**src/rtl/uart_pkg.sv**
```systemverilog
// Shared types and constants for the UART transmit scheduler.
// Holds the scheduler state encoding, frame length and watchdog width.
package uart_pkg;

  typedef enum logic [1:0] {
    IDLE  = 2'd0,
    LOAD1 = 2'd1,
    LOAD2 = 2'd2,
    WAIT  = 2'd3
  } state_t;

  localparam int TX_FRAME_BITS = 10;
  localparam int WDOG_W        = 16;

endpackage

```
**src/rtl/uart_rr_arb2.sv**
```systemverilog
// Two-way arbiter: a lone request wins, ties go to the requester not served last.
// Optional macro UART_TX_SCHED_PRIO_EN switches ties to fixed priority (requester 0).
module uart_rr_arb2 (
  input  logic [1:0] req,
  input  logic       last,
  output logic [1:0] grant
);

  always_comb begin
    grant = 2'b00;
    if (req == 2'b11) begin
`ifdef UART_TX_SCHED_PRIO_EN
      grant = 2'b01;
`else
      // last == 1 means requester 1 was served last, so requester 0 goes now
      grant = last ? 2'b01 : 2'b10;
`endif
    end else begin
      grant = req;
    end
  end

endmodule

```
**src/rtl/uart_tx_sched.sv**
```systemverilog
// Shares one UART serialiser between two byte sources, shaping the TX enable pulse
// and guarding each transfer with a watchdog. Macro: UART_TX_SCHED_PRIO_EN (fixed priority).
module uart_tx_sched
  import uart_pkg::*;
#(
  parameter int CLKS_PER_BIT = 868,
  parameter int TIMEOUT_CLKS = 11 * CLKS_PER_BIT + 16
) (
  input  logic       i_clk,
  input  logic       i_rst,
  input  logic       i_req0_valid,
  input  logic [7:0] i_req0_data,
  output logic       o_req0_ready,
  input  logic       i_req1_valid,
  input  logic [7:0] i_req1_data,
  output logic       o_req1_ready,
  output logic [7:0] o_tx_byte,
  output logic       o_tx_en,
  input  logic       i_tx_complete,
  output logic [1:0] o_done,
  output logic       o_timeout,
  output logic       o_busy,
  output logic       o_owner
);

  localparam logic [WDOG_W-1:0] WDOG_LAST = WDOG_W'(TIMEOUT_CLKS - 1);

  state_t            state_reg, state_next;
  logic [7:0]        byte_reg, byte_next;
  logic              owner_reg, owner_next;
  logic              last_reg, last_next;
  logic [WDOG_W-1:0] cnt_reg, cnt_next;
  logic [1:0]        done_reg, done_next;
  logic              timeout_reg, timeout_next;

  logic [1:0] req;
  logic [1:0] grant;
  logic [1:0] xfer;
  logic [1:0] owner_hot;
  logic       idle;

  assign req  = {i_req1_valid, i_req0_valid};
  assign idle = (state_reg == IDLE);

  uart_rr_arb2 u_arb (
    .req   (req),
    .last  (last_reg),
    .grant (grant)
  );

  // Readies are gated by reset so no handshake is reported while it cannot complete
  assign o_req0_ready = idle & grant[0] & ~i_rst;
  assign o_req1_ready = idle & grant[1] & ~i_rst;
  assign xfer         = req & {o_req1_ready, o_req0_ready};

  genvar gi;
  generate
    for (gi = 0; gi < 2; gi++) begin : g_owner_hot
      assign owner_hot[gi] = (owner_reg == 1'(gi));
    end
  endgenerate

  always_comb begin
    state_next   = state_reg;
    byte_next    = byte_reg;
    owner_next   = owner_reg;
    last_next    = last_reg;
    cnt_next     = cnt_reg;
    done_next    = 2'b00;
    timeout_next = 1'b0;
    case (state_reg)
      IDLE: begin
        if (xfer != 2'b00) begin
          byte_next  = xfer[1] ? i_req1_data : i_req0_data;
          owner_next = xfer[1];
          state_next = LOAD1;
        end
      end
      LOAD1: state_next = LOAD2;
      LOAD2: begin
        cnt_next   = '0;
        state_next = WAIT;
      end
      WAIT: begin
        // Completion takes precedence over a watchdog expiry in the same cycle
        if (i_tx_complete) begin
          done_next  = owner_hot;
          last_next  = owner_reg;
          cnt_next   = '0;
          state_next = IDLE;
        end else if (cnt_reg == WDOG_LAST) begin
          timeout_next = 1'b1;
          last_next    = owner_reg;
          cnt_next     = '0;
          state_next   = IDLE;
        end else if (cnt_reg != '1) begin
          cnt_next = cnt_reg + WDOG_W'(1);
        end
      end
      default: state_next = IDLE;
    endcase
  end

  always_ff @(posedge i_clk) begin
    if (i_rst) begin
      state_reg   <= IDLE;
      byte_reg    <= 8'h00;
      owner_reg   <= 1'b0;
      last_reg    <= 1'b1;
      cnt_reg     <= '0;
      done_reg    <= 2'b00;
      timeout_reg <= 1'b0;
    end else begin
      state_reg   <= state_next;
      byte_reg    <= byte_next;
      owner_reg   <= owner_next;
      last_reg    <= last_next;
      cnt_reg     <= cnt_next;
      done_reg    <= done_next;
      timeout_reg <= timeout_next;
    end
  end

  assign o_tx_byte = byte_reg;
  assign o_tx_en   = (state_reg == LOAD1) || (state_reg == LOAD2);
  assign o_busy    = ~idle;
  assign o_owner   = owner_reg;
  assign o_done    = done_reg;
  assign o_timeout = timeout_reg;

endmodule

```
**config.mk**
```make
export PLATFORM = sky130hd
export DESIGN_NAME = uart_tx_sched
export DESIGN_NICKNAME = d
export VERILOG_FILES = /design/src/rtl/uart_pkg.sv /design/src/rtl/uart_rr_arb2.sv /design/src/rtl/uart_tx_sched.sv
export SDC_FILE = /design/constraint.sdc
export NUM_CORES = 1
export LEC_CHECK = 0
export BUFFER_PORTS_ARGS = -buffer_cell sky130_fd_sc_hd__buf_2
export CAP_MARGIN = 20
export CORE_ASPECT_RATIO = 1.25
export CORE_MARGIN = 2
export CORE_UTILIZATION = 48
export DETAILED_ROUTE_END_ITERATION = 10
export PLACE_DENSITY_LB_ADDON = 0.05
export SYNTH_ARGS = -nofsm -noshare
export SYNTH_HDL_FRONTEND = slang
export SYNTH_SLANG_ARGS = --single-unit
```
**constraint.sdc**
```tcl
create_clock -name i_clk -period 1.8 [get_ports i_clk]
set_input_delay 0.09 -clock i_clk [delete_from_list [all_inputs] [get_ports i_clk]]
set_output_delay 0.09 -clock i_clk [all_outputs]
set_load 0.05 [all_outputs]
```
==> results.yml <==
timing:
  post-route-min-period_ns: 1.91
  max_freq_mhz: 525
  hold_violations: 0
  maxSlewHeadroom_pct: 70.8
  skew_ns: 0.00273
  worst_slack_ns: -0.105
  rsz0062_at_grt: "true"
  worstMarginPinSlew_ns: 0.437
  finalCritPeriodShare_pct: 106
  setup_viol: 15
  drv_slew: 0
  whs_ns: 0.0654
grt:
  overflow: 0
  grt_antenna_before_repair: 0
  grt_usage_pct: 26.7
  grt_max_degree: 18
  grt_pass1_vias: 1772
  grt_pass1_wl_um: 7800
routing:
  m1WireLength_um: 1960
  wl_met3_um: 233
  remaining_drc_errors: 0
  wl_met2_um: 2700
  wl_per_cell_um: 15.6
  antenna_left: 0
  drtIter0Drc: 55
  firstDrtPassIters: 4
  wl_um: 5020
  viasPerCell: 5.74
  vias: 1841
  top_layer: "met4"
status:
  violations: "setup timing"
  status: "finished, violations left"
synthesis:
  synth_async_sr_flop_share_pct: 0
  synth-edff-count: 0
  syn_nets: 225
  synth.ff_latch_count: 31
  synth_top_flop_cell: "dfxtp_1"
  synth_cell_types: 41
  yosysSeqAreaShare_pct: 38.7
  synth_cells: 199
  synth_area_um2: 1600
  avgSynthCellArea_um2: 8.05
  yosysWarnings: 0
floorplanning:
  rows: 23
  ios: 37
  die_area_um2: 3820
  core_um2: 3190
  dieHeight_um: 68.6
  fp.dieW_um: 55.7
  initial_core_util_pct: 50.2
setup_path:
  r2r-start: "cnt_reg[11]$_SDFFE_PP0P_"
  crit_required_ns: 1.97
  worst_setup_path_end_kind: "flop"
  cp.arrival_ns: 2.08
  critPathKind: "reg -> reg"
  crit_path_start: "cnt_reg[11]$_SDFFE_PP0P_"
  cp_max_fo: 3
  start_kind: "flop"
hold_path:
  worstHoldStart: "i_req0_data[2]"
  hp-class: "in -> reg"
power_and_ir_drop:
  power_uw: 2430
  leakagePower_uw: 0.00104
  power_density_nw_per_um2: 995
  irDropWorstVdd_mv: 1.26
cells_and_area:
  nFillCells: 235
  seqCellArea_um2: 639
  area_growth_pct: 52.2
  antennaDiodeCount: 0
  final_cell_mix: "47 x buf_4, 34 x buf_2, 30 x nand2_1"
  final_cells: 321
  nets: 310
  largest_reg_flops: 16
  layout-drive-gt1-share_pct: 46.5
  mostFrequentLayoutCell: "buf_4"
  multi_input_comb_area_um2: 1020
clock_network:
  cts.htree.levels: 2
  cts-root-buf: "clkbuf_8"
  cts.sinks: 31
  clk_latency_ns: 0.28
  clockBufferDepth: 2
  cts_tree: "yes"
  path_clk_slew_ns: 0.06
  postCtsHoldBufs: 0
  cts_buffers: 5
placed_design:
  dpl.hpwl_um: 3400
  gp_congestion: 0.919
  port_buffers: 36
  dp.cells: 297
flow_run:
  cap_violations: 0
## area by class of cell
cell class | instances | area share (%)
clock buffers | 6 | 3.38
clock inverters | 1 | 0.205
inverters | 12 | 1.90
multi-input cells | 147 | 42.0
flip-flops and latches | 31 | 26.2
well taps | 37 | 1.90
repair buffers | 87 | 24.4
## final timing paths
check	to	slack, ns	cells past startpoint
setup / recovery	state_reg[1]$_SDFFE_PP0P_	-0.11	8
hold / removal	o_tx_byte[2]$_SDFFE_PP0P_	0.07	3
setup reg to reg	state_reg[1]$_SDFFE_PP0P_	-0.11	8
hold reg to reg	cnt_reg[10]$_SDFFE_PP0P_	0.48	2
## metal layers
layer  global-route usage (%)  vias up
met5                        0        -
met4                     16.5        0
met3                     6.53       16
met2                     51.3       70
met1                     26.2      849
li1                         -      906
## Yosys cell counts (2+ instances only)
| library cell | number | area [µm²] |
|---|---|---|
| mux2i_1 | 3 | 30.0 |
| nand3b_1 | 2 | 15.0 |
| a311oi_1 | 10 | 87.6 |
| inv_1 | 11 | 41.3 |
| or4_1 | 2 | 15.0 |
| nor4_1 | 2 | 12.5 |
| nand3_1 | 10 | 50.1 |
| clkbuf_1 | 6 | 22.5 |
| a41oi_1 | 2 | 17.5 |
| and4_1 | 2 | 17.5 |
| o211ai_1 | 3 | 22.5 |
| nor2_1 | 18 | 67.6 |
| and3_2 | 2 | 15.0 |
| a31oi_1 | 9 | 56.3 |
| nand4_1 | 6 | 37.5 |
| o21ai_0 | 7 | 35.0 |
| a21oi_1 | 10 | 50.1 |
| dfxtp_1 | 31 | 621 |
| o22ai_1 | 2 | 12.5 |
| nand2b_1 | 3 | 18.8 |
| nand2_1 | 31 | 116 |
| ha_1 | 5 | 62.6 |
| nor3_1 | 4 | 20.0 |
## power by group
group / internal [µW] / total (µW) / leakage, µW / switching (µW)
registers: 760 / 806 / 0.000259 / 46.5
logic: 342 / 1060 / 0.000732 / 718
clock network: 300 / 561 / 0.0000470 / 261
total: 1400 / 2430 / 0.00104 / 1030
## logic make-up (layout without fill, tap and decap cells)
logic type | Yosys count | count (layout) | synth area share, %
buffers and inverters | 21 | 106 | 5.46
AND/OR/NAND/NOR | 91 | 91 | 30.0
AO/OA/AOI/OAI | 48 | 48 | 20.1
flip-flops | 31 | 31 | 38.7
adder cells (fa/ha/maj) | 5 | 5 | 3.90
multiplexers | 3 | 3 | 1.87
## critical path, cell delays in order, from the launching register on
cell	delay (ns)
dfxtp_2	0.33
or4b_4	0.52
nor4_4	0.21
buf_4	0.18
buf_6	0.10
buf_6	0.10
o22ai_4	0.08
mux2i_1	0.19
nor2_1	0.08
## per-stage QoR
stage	utilization (%)	cell area, µm²	setup WS, ns	setup TNS (ns)
2_1_floorplan	-	1620	-0.0902	-0.631
3_3_place_gp	64.1	2050	-0.133	-1.33
3_5_place_dp	64.1	2050	-0.217	-2.70
4_1_cts	73.2	2340	-0.117	-0.308
5_1_grt	76.4	2440	-0.165	-2.04
6_report	76.4	2440	-0.105	-0.690
## timing repair
action | 4_1_cts | 5_1_grt
gates resized for setup | 29 | 16
cloned | 0 | 0
buffers inserted | 13 | 4
setup endpoints to repair | 19 | 26
pin swaps | 8 | 8
hold endpoints to repair | 0 | 0
No activity file was read; power rests on OpenSTA's default activity.
